$ cat src/rtl/mdu_iterative.sv
// Iterative RV32M multiply/divide unit: shift-add multiply, restoring divide, one bit per cycle.
// Holds the pipeline via stall_req_o while working and emits a one-cycle done_o with the result.
module mdu_iterative #(
    parameter int XLEN = 32
) (
    input  logic            clk,
    input  logic            rst,
    input  logic            start_i,
    input  logic [2:0]      op_i,
    input  logic [XLEN-1:0] a_i,
    input  logic [XLEN-1:0] b_i,
    input  logic [4:0]      rd_addr_i,
    input  logic            flush_i,
    output logic            stall_req_o,
    output logic            busy_o,
    output logic            done_o,
    output logic [XLEN-1:0] result_o,
    output logic [4:0]      rd_addr_o
);
    localparam int CNT_W = $clog2(XLEN);
    localparam logic [CNT_W-1:0] LAST_STEP = CNT_W'(XLEN - 1);
    localparam logic [XLEN-1:0] MIN_NEG = {1'b1, {(XLEN-1){1'b0}}};

    localparam logic [2:0] OP_MUL    = 3'd0;
    localparam logic [2:0] OP_MULH   = 3'd1;
    localparam logic [2:0] OP_MULHSU = 3'd2;
    localparam logic [2:0] OP_DIV    = 3'd4;
    localparam logic [2:0] OP_DIVU   = 3'd5;
    localparam logic [2:0] OP_REM    = 3'd6;

    typedef enum logic [1:0] {
        IDLE = 2'd0,
        BUSY = 2'd1,
        DONE = 2'd2
    } state_t;

    state_t state_reg, state_next;

    logic [2:0]       op_reg;
    logic             neg_reg;
    logic             rem_neg_reg;
    logic [XLEN-1:0]  mag_b_reg;
    logic [XLEN-1:0]  hi_reg;
    logic [XLEN-1:0]  lo_reg;
    logic [4:0]       rd_reg;
    logic [CNT_W-1:0] cnt_reg;
    logic             busy_reg;
    logic             done_reg;
    logic [XLEN-1:0]  result_reg;
    logic [4:0]       rd_out_reg;

    // Operand decode at the accept point
    logic            signed_a_in, signed_b_in;
    logic            a_neg_in, b_neg_in;
    logic [XLEN-1:0] a_mag_in, b_mag_in;
    logic            div_zero_in, overflow_in, special_in;
    logic [XLEN-1:0] special_res_in;
    logic            accept;

    always_comb begin
        signed_a_in = (op_i == OP_MULH) || (op_i == OP_MULHSU) ||
                      (op_i == OP_DIV)  || (op_i == OP_REM);
        signed_b_in = (op_i == OP_MULH) || (op_i == OP_DIV) || (op_i == OP_REM);
        a_neg_in    = signed_a_in & a_i[XLEN-1];
        b_neg_in    = signed_b_in & b_i[XLEN-1];
        a_mag_in    = a_neg_in ? (~a_i + 1'b1) : a_i;
        b_mag_in    = b_neg_in ? (~b_i + 1'b1) : b_i;
        div_zero_in = op_i[2] && (b_i == '0);
        overflow_in = ((op_i == OP_DIV) || (op_i == OP_REM)) &&
                      (a_i == MIN_NEG) && (b_i == '1);
        special_in  = div_zero_in || overflow_in;
        // op_i[1] distinguishes REM/REMU from DIV/DIVU
        if (div_zero_in) begin
            special_res_in = op_i[1] ? a_i : '1;
        end else begin
            special_res_in = op_i[1] ? '0 : a_i;
        end
    end

    assign accept = (state_reg == IDLE) && start_i && !flush_i;

    // One radix-2 step; multiply and divide share the hi/lo pair
    logic [XLEN:0]   mul_sum;
    logic [XLEN:0]   div_shift;
    logic [XLEN:0]   div_diff;
    logic            div_ok;
    logic [XLEN-1:0] hi_step, lo_step;

    always_comb begin
        mul_sum   = {1'b0, hi_reg} + (lo_reg[0] ? {1'b0, mag_b_reg} : '0);
        div_shift = {hi_reg, lo_reg[XLEN-1]};
        div_diff  = div_shift - {1'b0, mag_b_reg};
        div_ok    = !div_diff[XLEN];
        if (op_reg[2]) begin
            hi_step = div_ok ? div_diff[XLEN-1:0] : div_shift[XLEN-1:0];
            lo_step = {lo_reg[XLEN-2:0], div_ok};
        end else begin
            hi_step = mul_sum[XLEN:1];
            lo_step = {mul_sum[0], lo_reg[XLEN-1:1]};
        end
    end

    // Sign fix-up of the finished magnitudes
    logic [2*XLEN-1:0] prod_raw, prod_fix;
    logic [XLEN-1:0]   quo_fix, rem_fix;
    logic [XLEN-1:0]   final_res;

    always_comb begin
        prod_raw = {hi_step, lo_step};
        prod_fix = neg_reg ? (~prod_raw + 1'b1) : prod_raw;
        quo_fix  = neg_reg ? (~lo_step + 1'b1) : lo_step;
        rem_fix  = rem_neg_reg ? (~hi_step + 1'b1) : hi_step;
        if (op_reg[2]) begin
            final_res = op_reg[1] ? rem_fix : quo_fix;
        end else if (op_reg == OP_MUL) begin
            final_res = prod_fix[XLEN-1:0];
        end else begin
            final_res = prod_fix[2*XLEN-1:XLEN];
        end
    end

    // FSM state register
    always_ff @(posedge clk) begin
        if (rst) begin
            state_reg <= IDLE;
            busy_reg  <= 1'b0;
            done_reg  <= 1'b0;
        end else begin
            state_reg <= state_next;
            busy_reg  <= (state_next == BUSY);
            done_reg  <= (state_next == DONE);
        end
    end

    // FSM next state
    always_comb begin
        state_next = state_reg;
        if (flush_i) begin
            state_next = IDLE;
        end else begin
            case (state_reg)
                IDLE: begin
                    if (start_i) begin
                        state_next = special_in ? DONE : BUSY;
                    end
                end
                BUSY: begin
                    if (cnt_reg == LAST_STEP) begin
                        state_next = DONE;
                    end
                end
                DONE:    state_next = IDLE;
                default: state_next = IDLE;
            endcase
        end
    end

    // FSM outputs
    always_comb begin
        stall_req_o = accept || (state_reg == BUSY);
        busy_o      = busy_reg;
        done_o      = done_reg;
        result_o    = result_reg;
        rd_addr_o   = rd_out_reg;
    end

    // Datapath
    always_ff @(posedge clk) begin
        if (rst) begin
            op_reg      <= '0;
            neg_reg     <= 1'b0;
            rem_neg_reg <= 1'b0;
            mag_b_reg   <= '0;
            hi_reg      <= '0;
            lo_reg      <= '0;
            rd_reg      <= '0;
            cnt_reg     <= '0;
            result_reg  <= '0;
            rd_out_reg  <= '0;
        end else if (flush_i) begin
            cnt_reg <= '0;
            hi_reg  <= '0;
            lo_reg  <= '0;
        end else if (accept) begin
            op_reg      <= op_i;
            neg_reg     <= a_neg_in ^ b_neg_in;
            rem_neg_reg <= a_neg_in;
            mag_b_reg   <= b_mag_in;
            hi_reg      <= '0;
            lo_reg      <= a_mag_in;
            rd_reg      <= rd_addr_i;
            cnt_reg     <= '0;
            if (special_in) begin
                result_reg <= special_res_in;
                rd_out_reg <= rd_addr_i;
            end
        end else if (state_reg == BUSY) begin
            hi_reg  <= hi_step;
            lo_reg  <= lo_step;
            cnt_reg <= cnt_reg + 1'b1;
            if (cnt_reg == LAST_STEP) begin
                result_reg <= final_res;
                rd_out_reg <= rd_reg;
            end
        end
    end

endmodule
$ cat config.mk
export PLATFORM = sky130hd
export DESIGN_NAME = mdu_iterative
export DESIGN_NICKNAME = d
export VERILOG_FILES = /design/src/rtl/mdu_iterative.sv
export SDC_FILE = /design/constraint.sdc
export NUM_CORES = 1
export LEC_CHECK = 0
export ABC_CLOCK_PERIOD_IN_PS = 11620
export CORE_MARGIN = 3
export CORE_UTILIZATION = 50
export DETAILED_ROUTE_END_ITERATION = 10
export PLACE_DENSITY = 0.82
export SKIP_LAST_GASP = 1
export SLEW_MARGIN = 40
export SYNTH_ARGS = -nofsm -noshare
export SYNTH_HDL_FRONTEND = slang
export SYNTH_SLANG_ARGS = --single-unit
$ cat constraint.sdc
create_clock -name clk -period 11.62 [get_ports clk]
set_input_delay 1.743 -clock clk [delete_from_list [all_inputs] [get_ports clk]]
set_output_delay 1.743 -clock clk [all_outputs]
set_load 0.02 [all_outputs]
After elaboration in Yosys (flattened, before gate mapping)
Index checks and enable logic that the tools add are counted.
{ "word_totals": {"ff_bits": 152, "output_inout_bits": 40, "wordCells": 95, "in_bits": 76} }
{ "classes": {"n_addsub": 8, "n_bitwise": 9, "n_eq_ne": 11, "n_reduce_logical": 24, "n_mux": 30} }
{ "ops": {"columns": ["operator", "count"], "rows": [
  ["two-way mux 32 bit", 20],
  ["adder 32 x 1 -> 32 bit, second input constant", 4],
  ["inverter 32 bit", 4],
  ["adder 64 x 1 -> 64 bit, second input constant", 1],
  ["equality test 32 bit, second input constant", 2],
  ["two-way mux 64 bit", 1],
  ["inverter 64 bit", 1],
  ["adder 32 x 32 -> 33 bit", 1],
  ["subtractor 33 x 32 -> 33 bit", 1],
  ["logical NOT 32 bit", 1],
  ["two-way mux 5 bit", 4],
  ["logical OR 1 bit", 8],
  ["two-way mux 2 bit", 4],
  ["equality test 3 bit, second input constant", 2],
  ["adder 5 x 1 -> 5 bit, second input constant", 1],
  ["equality test 5 bit, second input constant", 1],
  ["logical AND 1 bit", 5],
  ["equality test 2 x 1 -> 1 bit, second input constant", 2],
  ["one-hot mux 2 bit (2 select lines)", 1],
  ["AND reduction 4 bit", 1],
  ["nonzero test 2 bit", 2],
  ["equality test 3 x 1 -> 1 bit, second input constant", 1],
  ["equality test 3 x 2 -> 1 bit, second input constant", 1],
  ["logical NOT 3 bit", 1],
  ["10 further kinds", 12]
]} }

Longest topological paths before layout
Gate-level depths: netlist of run 1.
{ "logic_depth": {"ltp_word": 11, "depth_mapped": 28} }

Least setup slack after synthesis of run 1
OpenSTA, ideal clock, no wires.
{ "synth_timing": {"path_kind": "reg-to-reg", "start": "register op_reg[2]", "end": "register result_reg[12], in the netlist result_o[12]", "setup_slack_ns": 5.910, "t_arrival_ns": 5.624, "n_path_buf": 9, "stages_incl_launch_ff": 23, "synth_period_minus_slack_ns": 5.710, "required_ns": 11.534, "cell_sequence": "dfxtp_1 buf_2 buf_2 buf_2 buf_1 clkbuf_1 buf_2 buf_1 buf_1 clkbuf_1 nand3_1 o21ai_0 ha_1 nand2_1 nor3b_1 mux2_2 o21ai_0 nor4_1 or4b_2 o21ai_0 xnor2_1 nand2_1 a211oi_1"} }
{ "synth_between": {"elab_chain_cells": 9, "word_cells_on_any_way": 18} }
{ "synth_rtl": {"columns": ["item", "line", "source"], "rows": [
  ["start, declared", "39", "logic [2:0] op_reg;"],
  ["start signal, assigned", "185", "op_reg <= op_i;"],
  ["two-way mux 32 bit", "94", "if (op_reg[2]) begin"],
  ["inverter 64 bit, or another cell as far along", "110", "prod_fix = neg_reg ? (~prod_raw + 1'b1) : prod_raw;"],
  ["adder 64 x 1 -> 64 bit, or another cell as far along", "110", null],
  ["two-way mux 64 bit, or another cell as far along", "110", null],
  ["two-way mux 32 bit (on tied branches)", "115, 114", null],
  ["two-way mux 32 bit *", "113", "if (op_reg[2]) begin"],
  ["two-way mux 32 bit *", "201", "if (cnt_reg == LAST_STEP) begin"],
  ["two-way mux 32 bit *", "197", "end else if (state_reg == BUSY) begin"],
  ["two-way mux 32 bit *", "184", "end else if (accept) begin"],
  ["end signal, assigned", "194", "result_reg <= special_res_in;"],
  ["end signal, assigned", "202", "result_reg <= final_res;"],
  ["end, declared", "49", "logic [XLEN-1:0] result_reg;"]
]} }
Every way passes the cells marked *; elsewhere a longest branch is shown, timed or not. The select of a mux whose other input is x is not followed.
A chain may end at the register's enable or synchronous reset.

Worst setup path in the final report of run 1
{ "layout_timing": {"start": "input port b_i[10]", "end": "register result_reg[27], in the netlist result_o[27]"} }
{ "layout_between": {"elab_chain_cells": 5, "word_cells_on_any_way": 10} }
{ "layout_rtl": {"columns": ["item", "line", "source"], "rows": [
  ["start, declared", "11", "input logic [XLEN-1:0] b_i,"],
  ["equality test 32 bit / logical NOT 32 bit (equally long branches)", "70, 68", null],
  ["logical AND 1 bit (on tied branches)", "70, 68", null],
  ["logical OR 1 bit / two-way mux 32 bit (equally long branches)", "71, 73", null],
  ["inequality test 2 bit (no line) / two-way mux 32 bit (equally long branches)", null, null],
  ["AND reduction 4 bit (no line) / two-way mux 32 bit (equally long branches)", null, null]
]} }
Several ways; a longest one is shown, not always the timed one. The select of a mux whose other input is x is not followed.

==> metrics.yaml, run 1 <==
floorplanning:
  die_x_extent_um: 183.8
  boundaryPins: 116
  floorplan.initialDensity: 0.5125
  die_area_mm2: 0.03377
  core_box_area_mm2: 0.03083
  fp.dieH_um: 183.8
  row_count: 64
critical_path:
  critical_path_fanouts_max: 47
  worst_ep_required_time_ns: 12.01
  endpoint_kind: "flip-flop"
  criticalPathCategory: "input pin to flip-flop"
  critical_path.startpoint_type: "input pin"
  crit_path_dat_ns: 6.66
placement:
  numPortBuffers: 115
  post_dp_cell_area_mm2: 0.01716
  detailed_place_hpwl_um: 50270
  placement.setup.worst_slack_ns: 5.060
  gp_routability_congestion: 1.055
finish:
  filler_cell_count: 2931
  layout.core_utilization: 0.5765
  layout-area-overhead-vs-synth_pct: 12.50
  finalInstanceArea_mm2: 0.01777
  finalNetCount: 2427
  layout-drive-gt1-share: 0.05500
timing:
  tightest_slew_ns: 0.9129
  grt_setup_unrepaired: "false"
  finalHoldViolations: 0
  setup-violations-final: 0
  hold_slack_ns: 0.4609
  slew_headroom: 0.3873
  post-route-worst-setup-slack_ns: 5.355
  fmaxAchievable_mhz: 159.6
  timing.final.crit_period_ns: 6.265
  final_slew_viol_count: 0
  clock_skew_ns: 0.01738
  layout_worst_path_cycle_share: 0.5392
  finalSetupTns_ns: 0
pwr:
  cellPowerDensity_mw_per_mm2: 95.80
  worst_ir_drop_vdd_uv: 115.1
  p_leak_uw: 0.006499
yosys:
  synth_most_common_cell: "sky130_fd_sc_hd__nor2_1"
  synthesis.yosys.warnings: 0
  leading_post_synthesis_cells_by_instance_count: "sky130_fd_sc_hd__nor2_1, sky130_fd_sc_hd__nand2_1, sky130_fd_sc_hd__a21oi_1"
  synth_top_cell_by_area: "sky130_fd_sc_hd__dfxtp_1"
  ys_dominant_reg_cell: "sky130_fd_sc_hd__dfxtp_1"
  synth.avg_cell_area_um2: 6.994
  yosysTopAreaCellShare: 0.1926
  async_reset_ff_frac: 0
  postSynthCellCount: 2259
  postSynthNetCount: 2408
  synth_edf_count: 0
  post_synth_instance_area_mm2: 0.01580
  synth.area.top_cells: "sky130_fd_sc_hd__dfxtp_1, sky130_fd_sc_hd__nor2_1, sky130_fd_sc_hd__a21oi_1"
  synth-seq-area-share: 0.1926
  yosys.cell_types.count: 85
  synth_seq_cells: 152
grt:
  globalRoute.totalOverflow: 0
  antenna_violations_before_repair: 1
  maximum_number_of_pins_on_one_net_before_global_route_repair: 91
  groute.usage.overall: 0.3796
  grt_first_pass_wirelength_um: 99150
  number_of_global_route_vias_before_repair: 16350
drt:
  firstDrtPassIters: 8
  drc_errors: 0
  routedWlPerCell_um: 24.82
  avgViaCountPerCell: 6.836
  routed-via-count: 18370
  first_iter_violations: 2740
  routed_wl_um: 66730
  detail-route-antenna-nets: 0
min_path:
  min-delay-path-class: "flip-flop to flip-flop"
clock_tree:
  path_clk_slew_ns: 0.06
  tritoncts.num_buffers: 17
  htree_num_levels: 4
  cts.repair_timing.setup_buffer_count: 0
  cts_repair_resize_count: 0
  hold_buffers: 0
  cts_sinks: 152
  cts_tree: "yes"
  clock-root-buffer: "sky130_fd_sc_hd__clkbuf_16"
  clock_latency_ns: 0.46
  clk_path_buf_depth: 2
status:
  status: "completed"
job:
  max-cap-violations: 0
-- worst max-delay path, cell delays in order --
cell and delay, ns:
sky130_fd_sc_hd__clkdlybuf4s50_1 0.51, sky130_fd_sc_hd__or4_1 0.67, sky130_fd_sc_hd__nor3_1 0.38, sky130_fd_sc_hd__nand4_1 0.30, sky130_fd_sc_hd__nor4bb_4 0.32, sky130_fd_sc_hd__buf_4 0.45
sky130_fd_sc_hd__a31oi_1 0.15, sky130_fd_sc_hd__o21ai_0 0.25, sky130_fd_sc_hd__and2_2 0.42, sky130_fd_sc_hd__buf_4 0.53, sky130_fd_sc_hd__nor2_1 0.12, sky130_fd_sc_hd__a2111o_1 0.42
sky130_fd_sc_hd__a311oi_1 0.21, sky130_fd_sc_hd__a221o_1 0.14
-- cells by family (layout without fill, tap and decap cells) --
| kind of cell | count (synthesis) | count (layout) | synth area share |
|---|---|---|---|
| fa+ha+maj | 90 | 90 | 0.06953 |
| compound gates | 703 | 703 | 0.2938 |
| mux | 55 | 55 | 0.03556 |
| flops | 152 | 152 | 0.1926 |
| xor+xnor | 173 | 173 | 0.09590 |
| buf+inv | 216 | 248 | 0.05416 |
| simple gates | 870 | 870 | 0.2585 |
| other cells | 0 | 1 | 0 |
-- placed cells by master, fill, tap and decap left out, drive strengths merged, types with 22 or more instances in the layout --
master and n:
o31ai 31, and2 48, a31oi 25, xnor2 93, nor3 72, nor2 288
mux2i 46, nand2 238, clkdlybuf4s50 114, clkbuf 22, dfxtp 152, a211oi 116
inv 69, nand3 42, a21oi 202, nand4 33, xor2 80, o21ai 127
ha 71, o211ai 23, buf 34, or3 27
-- report_power, final --
group          switching [uW]  internal [uW]
clock                     256            329
sequential               21.7            536
combinational             370            190
total                     648           1050
-- per-stage QoR --
step	total power [uW]	instances
after floorplan	910.6	2259
after global placement	1095	2654
after detailed placement	1098	2655
after CTS	1675	2687
after global routing	1754	2687
final	1703	2688
-- cell type report --
type / count / area (um^2) / area share
diodes: 1 / 2.502 / 0.0001408
flip-flops and latches: 152 / 3047 / 0.1714
clock buffers: 22 / 464.2 / 0.02612
well taps: 396 / 495.5 / 0.02788
multi-input cells: 1891 / 11990 / 0.6744
clock inverters: 10 / 120.1 / 0.006758
repair buffers: 148 / 1403 / 0.07891
inverters: 68 / 255.2 / 0.01436
-- layer usage --
metal  track usage  vias up  wire length [um]
met2        0.5626     1202             28120
met3        0.1076      194              8584
met5             0        -                 0
met1        0.5303     8675             27580
li1              -     8303                 -
met4        0.1282        0              2441
-- final timing paths --
kind | from | end | slack, ns | cells past startpoint
max | b_i[10] | result_o[27] | 5.35 | 14
min | cnt_reg[4] | cnt_reg[4] | 0.46 | 2
max reg2reg | mag_b_reg[29] | result_o[6] | 5.50 | 20
min reg2reg | cnt_reg[4] | cnt_reg[4] | 0.46 | 2
(Power assumes the default switching activity.)
==> run 2, diff against run 1 <==
- ABC_CLOCK_PERIOD_IN_PS: 11620 -> 6500
- clock period: 11.62 -> 6.5 ns (I/O delays scaled with it)
==> metrics.yaml, run 2 (synthesized netlist as in run 1, its figures left out) <==
floorplanning:
  fp.dieH_um: 183.8  # unchanged
  floorplan.initialDensity: 0.5125  # unchanged
  core_box_area_mm2: 0.03083  # unchanged
  row_count: 64  # unchanged
  die_x_extent_um: 183.8  # unchanged
  die_area_mm2: 0.03377  # unchanged
  boundaryPins: 116  # unchanged
pwr:
  power.switching_uw: 1162  # +79%
  share_comb_of_total_power: 0.329  # about the same
  worst_ir_drop_vdd_uv: 194.6  # +69%
  cellPowerDensity_mw_per_mm2: 171.3  # +79%
  p_int_uw: 1908  # +81%
  p_seq_frac: 0.322  # -0.005
  switching_share_of_total_power: 0.3784  # -0.002117
  pwr-share-clk: 0.348  # +0.004
  p_leak_uw: 0.006608  # +1.7%
  power.total_uw: 3070  # +80%
drt:
  first_iter_violations: 2361  # -14%
  drc_errors: 0  # unchanged
  detail-route-antenna-nets: 0  # unchanged
  avgViaCountPerCell: 6.792  # -0.63%
  routedWlPerCell_um: 24.46  # -1.5%
  routed-via-count: 18390  # +0.11%
  routed_wl_um: 66250  # -0.72%
  firstDrtPassIters: 9  # +1
clock_tree:
  clock-root-buffer: "sky130_fd_sc_hd__clkbuf_16"
  cts_sinks: 152  # unchanged
  htree_num_levels: 4  # unchanged
  clock_latency_ns: 0.46  # about the same
  cts.repair_timing.setup_buffer_count: 0  # unchanged
  cts_tree: "yes"
  tritoncts.num_buffers: 17  # unchanged
  path_clk_slew_ns: 0.08  # +0.02 ns
  hold_buffers: 0  # unchanged
  clk_path_buf_depth: 2  # unchanged
  cts_repair_resize_count: 0  # unchanged
critical_path:
  timing.critical_path.cells: "inv_1, ha_1, nand2_1, o211ai_1, a211oi_1, nor3_1, a211oi_4, a21oi_1, ha_1, o21ai_0, or2_2, or3_1, or2_2, nor2_1, buf_4, a21oi_1, xnor2_1, a221oi_1, a2111oi_0, nor3_1"
  crit_path_dat_ns: 6.38  # -0.28 ns
  critPathMaxStageDelay_ns: 0.61  # -0.06 ns
  critical_path.startpoint_type: "flip-flop"
  worst_setup_path_startpoint: "mag_b_reg[18]"
  critical_path_fanouts_max: 9  # -81%
  criticalPathCategory: "flip-flop to flip-flop"
  cpLargestDelayFamily: "simple AND/OR/NAND/NOR gates"
  worst_ep_required_time_ns: 6.83  # -5.18 ns
  critPathBufInv: 2  # -1
  reg2reg_setup_slack_ns: 0.45  # -5.05 ns
  worstReg2RegStart: "mag_b_reg[18]"
  endpoint_kind: "flip-flop"
  worst_r2r_path_depth: 20  # unchanged
  crit_slowest_cell: "sky130_fd_sc_hd__a2111oi_0"
  reg2reg_to: "result_o[8]"
status:
  status: "completed"
timing:
  clock_skew_ns: 0.01453  # -0.002858 ns
  finalSetupTns_ns: 0  # unchanged
  fmaxAchievable_mhz: 165.2
  timing.final.crit_period_ns: 6.053
  tightest_slew_ns: 0.9049  # -0.008039 ns
  grt_setup_unrepaired: "false"
  slew_headroom: 0.3945  # +0.007215
  layout_worst_path_cycle_share: 0.9312
  final_slew_viol_count: 0  # unchanged
  setup-violations-final: 0  # unchanged
  finalHoldViolations: 0  # unchanged
grt:
  maximum_number_of_pins_on_one_net_before_global_route_repair: 151  # +66%
  globalRoute.totalOverflow: 0  # unchanged
  groute.usage.overall: 0.3792  # -0.0004507
  grt_first_pass_wirelength_um: 99460  # +0.32%
  antenna_violations_before_repair: 3  # +2
  number_of_global_route_vias_before_repair: 16600  # +1.5%
min_path:
  timing.hold.worst.start: "cnt_reg[4]"
  hold_end: "cnt_reg[4]"
  min-delay-path-class: "flip-flop to flip-flop"
  hold_path_depth: 2  # unchanged
placement:
  detailed_place_hpwl_um: 50050  # -0.44%
  numPortBuffers: 115  # unchanged
  gp_routability_congestion: 1.033  # -2.1%
finish:
  filler_cell_count: 2855  # -2.6%
  finalNetCount: 2447  # +0.82%
  commonest_cells_after_routing_fill_and_taps_aside: "sky130_fd_sc_hd__nor2_1, sky130_fd_sc_hd__nand2_1, sky130_fd_sc_hd__a21oi_1"
  layout-drive-gt1-share: 0.06190  # +0.006907
  seq_area_mm2: 0.003047  # unchanged
  mostFrequentLayoutCell: "sky130_fd_sc_hd__nor2_1"
  layout-area-overhead-vs-synth_pct: 13.46
  area_of_combinational_cells_with_multiple_inputs_mm2: 0.01195  # -0.32%
job:
  max-cap-violations: 0  # unchanged
run 2: layer usage:
| layer | part of all wire | global-route usage | up-vias | wire length, um |
|---|---|---|---|---|
| met5 | 0 | 0 | - | 0 |
| met4 | 0.050 | 0.1724 | 0 | 3334 |
| met3 | 0.12 | 0.09497 | 218 | 8126 |
| met2 | 0.42 | 0.5576 | 1187 | 27560 |
| met1 | 0.41 | 0.5234 | 8657 | 27230 |
| li1 | - | - | 8332 | - |
run 2: power by group through the flow:
stage | clock network (uW) | registers (uW) | logic (uW)
2_1_floorplan | 0 | 995 | 633
6_report | 1070 | 989 | 1010
5_1_grt | 1100 | 992 | 1070
3_5_place_dp | 0 | 1010 | 963
4_1_cts | 1070 | 988 | 969
3_3_place_gp | 0 | 1010 | 955
run 2: how the worst max path moves through the flow:
stage / endpoint / cells after the start
6_report: result_o[8] / 20
5_1_grt: result_o[28] / 20
4_1_cts: result_o[8] / 20
3_5_place_dp: result_o[8] / 20
3_3_place_gp: result_o[8] / 20
2_1_floorplan: result_o[12] / 22
run 2: area by class of cell:
cell class	instances	area share
multi-input cells	1891	0.6665
flip-flops and latches	152	0.1699
repair buffers	168	0.08773
well taps	396	0.02764
clock buffers	19	0.02589
inverters	68	0.01424
clock inverters	12	0.007747
diodes	2	0.0002792
run 2: through the flow:
step,util,hold slack [ns],cell area (um^2),setup WS (ns),std cells
floorplan,-,0.4403,15800,0.7902,2259
global placement,0.5608,0.4474,17290,0.7013,2674
detailed placement,0.5611,0.4596,17300,0.6514,2674
CTS,0.5807,0.4687,17900,0.6551,2705
global route,0.5813,0.4893,17920,0.2556,2706
finish,0.5815,0.4662,17930,0.4474,2708
run 2: tightest hold or removal path, delay by kind of cell, from the launching register on:
family,cells,cell delay [ns]
flip-flops,1,0.31
AO/OA/AOI/OAI,1,0.06
AND/OR/NAND/NOR,1,0.05
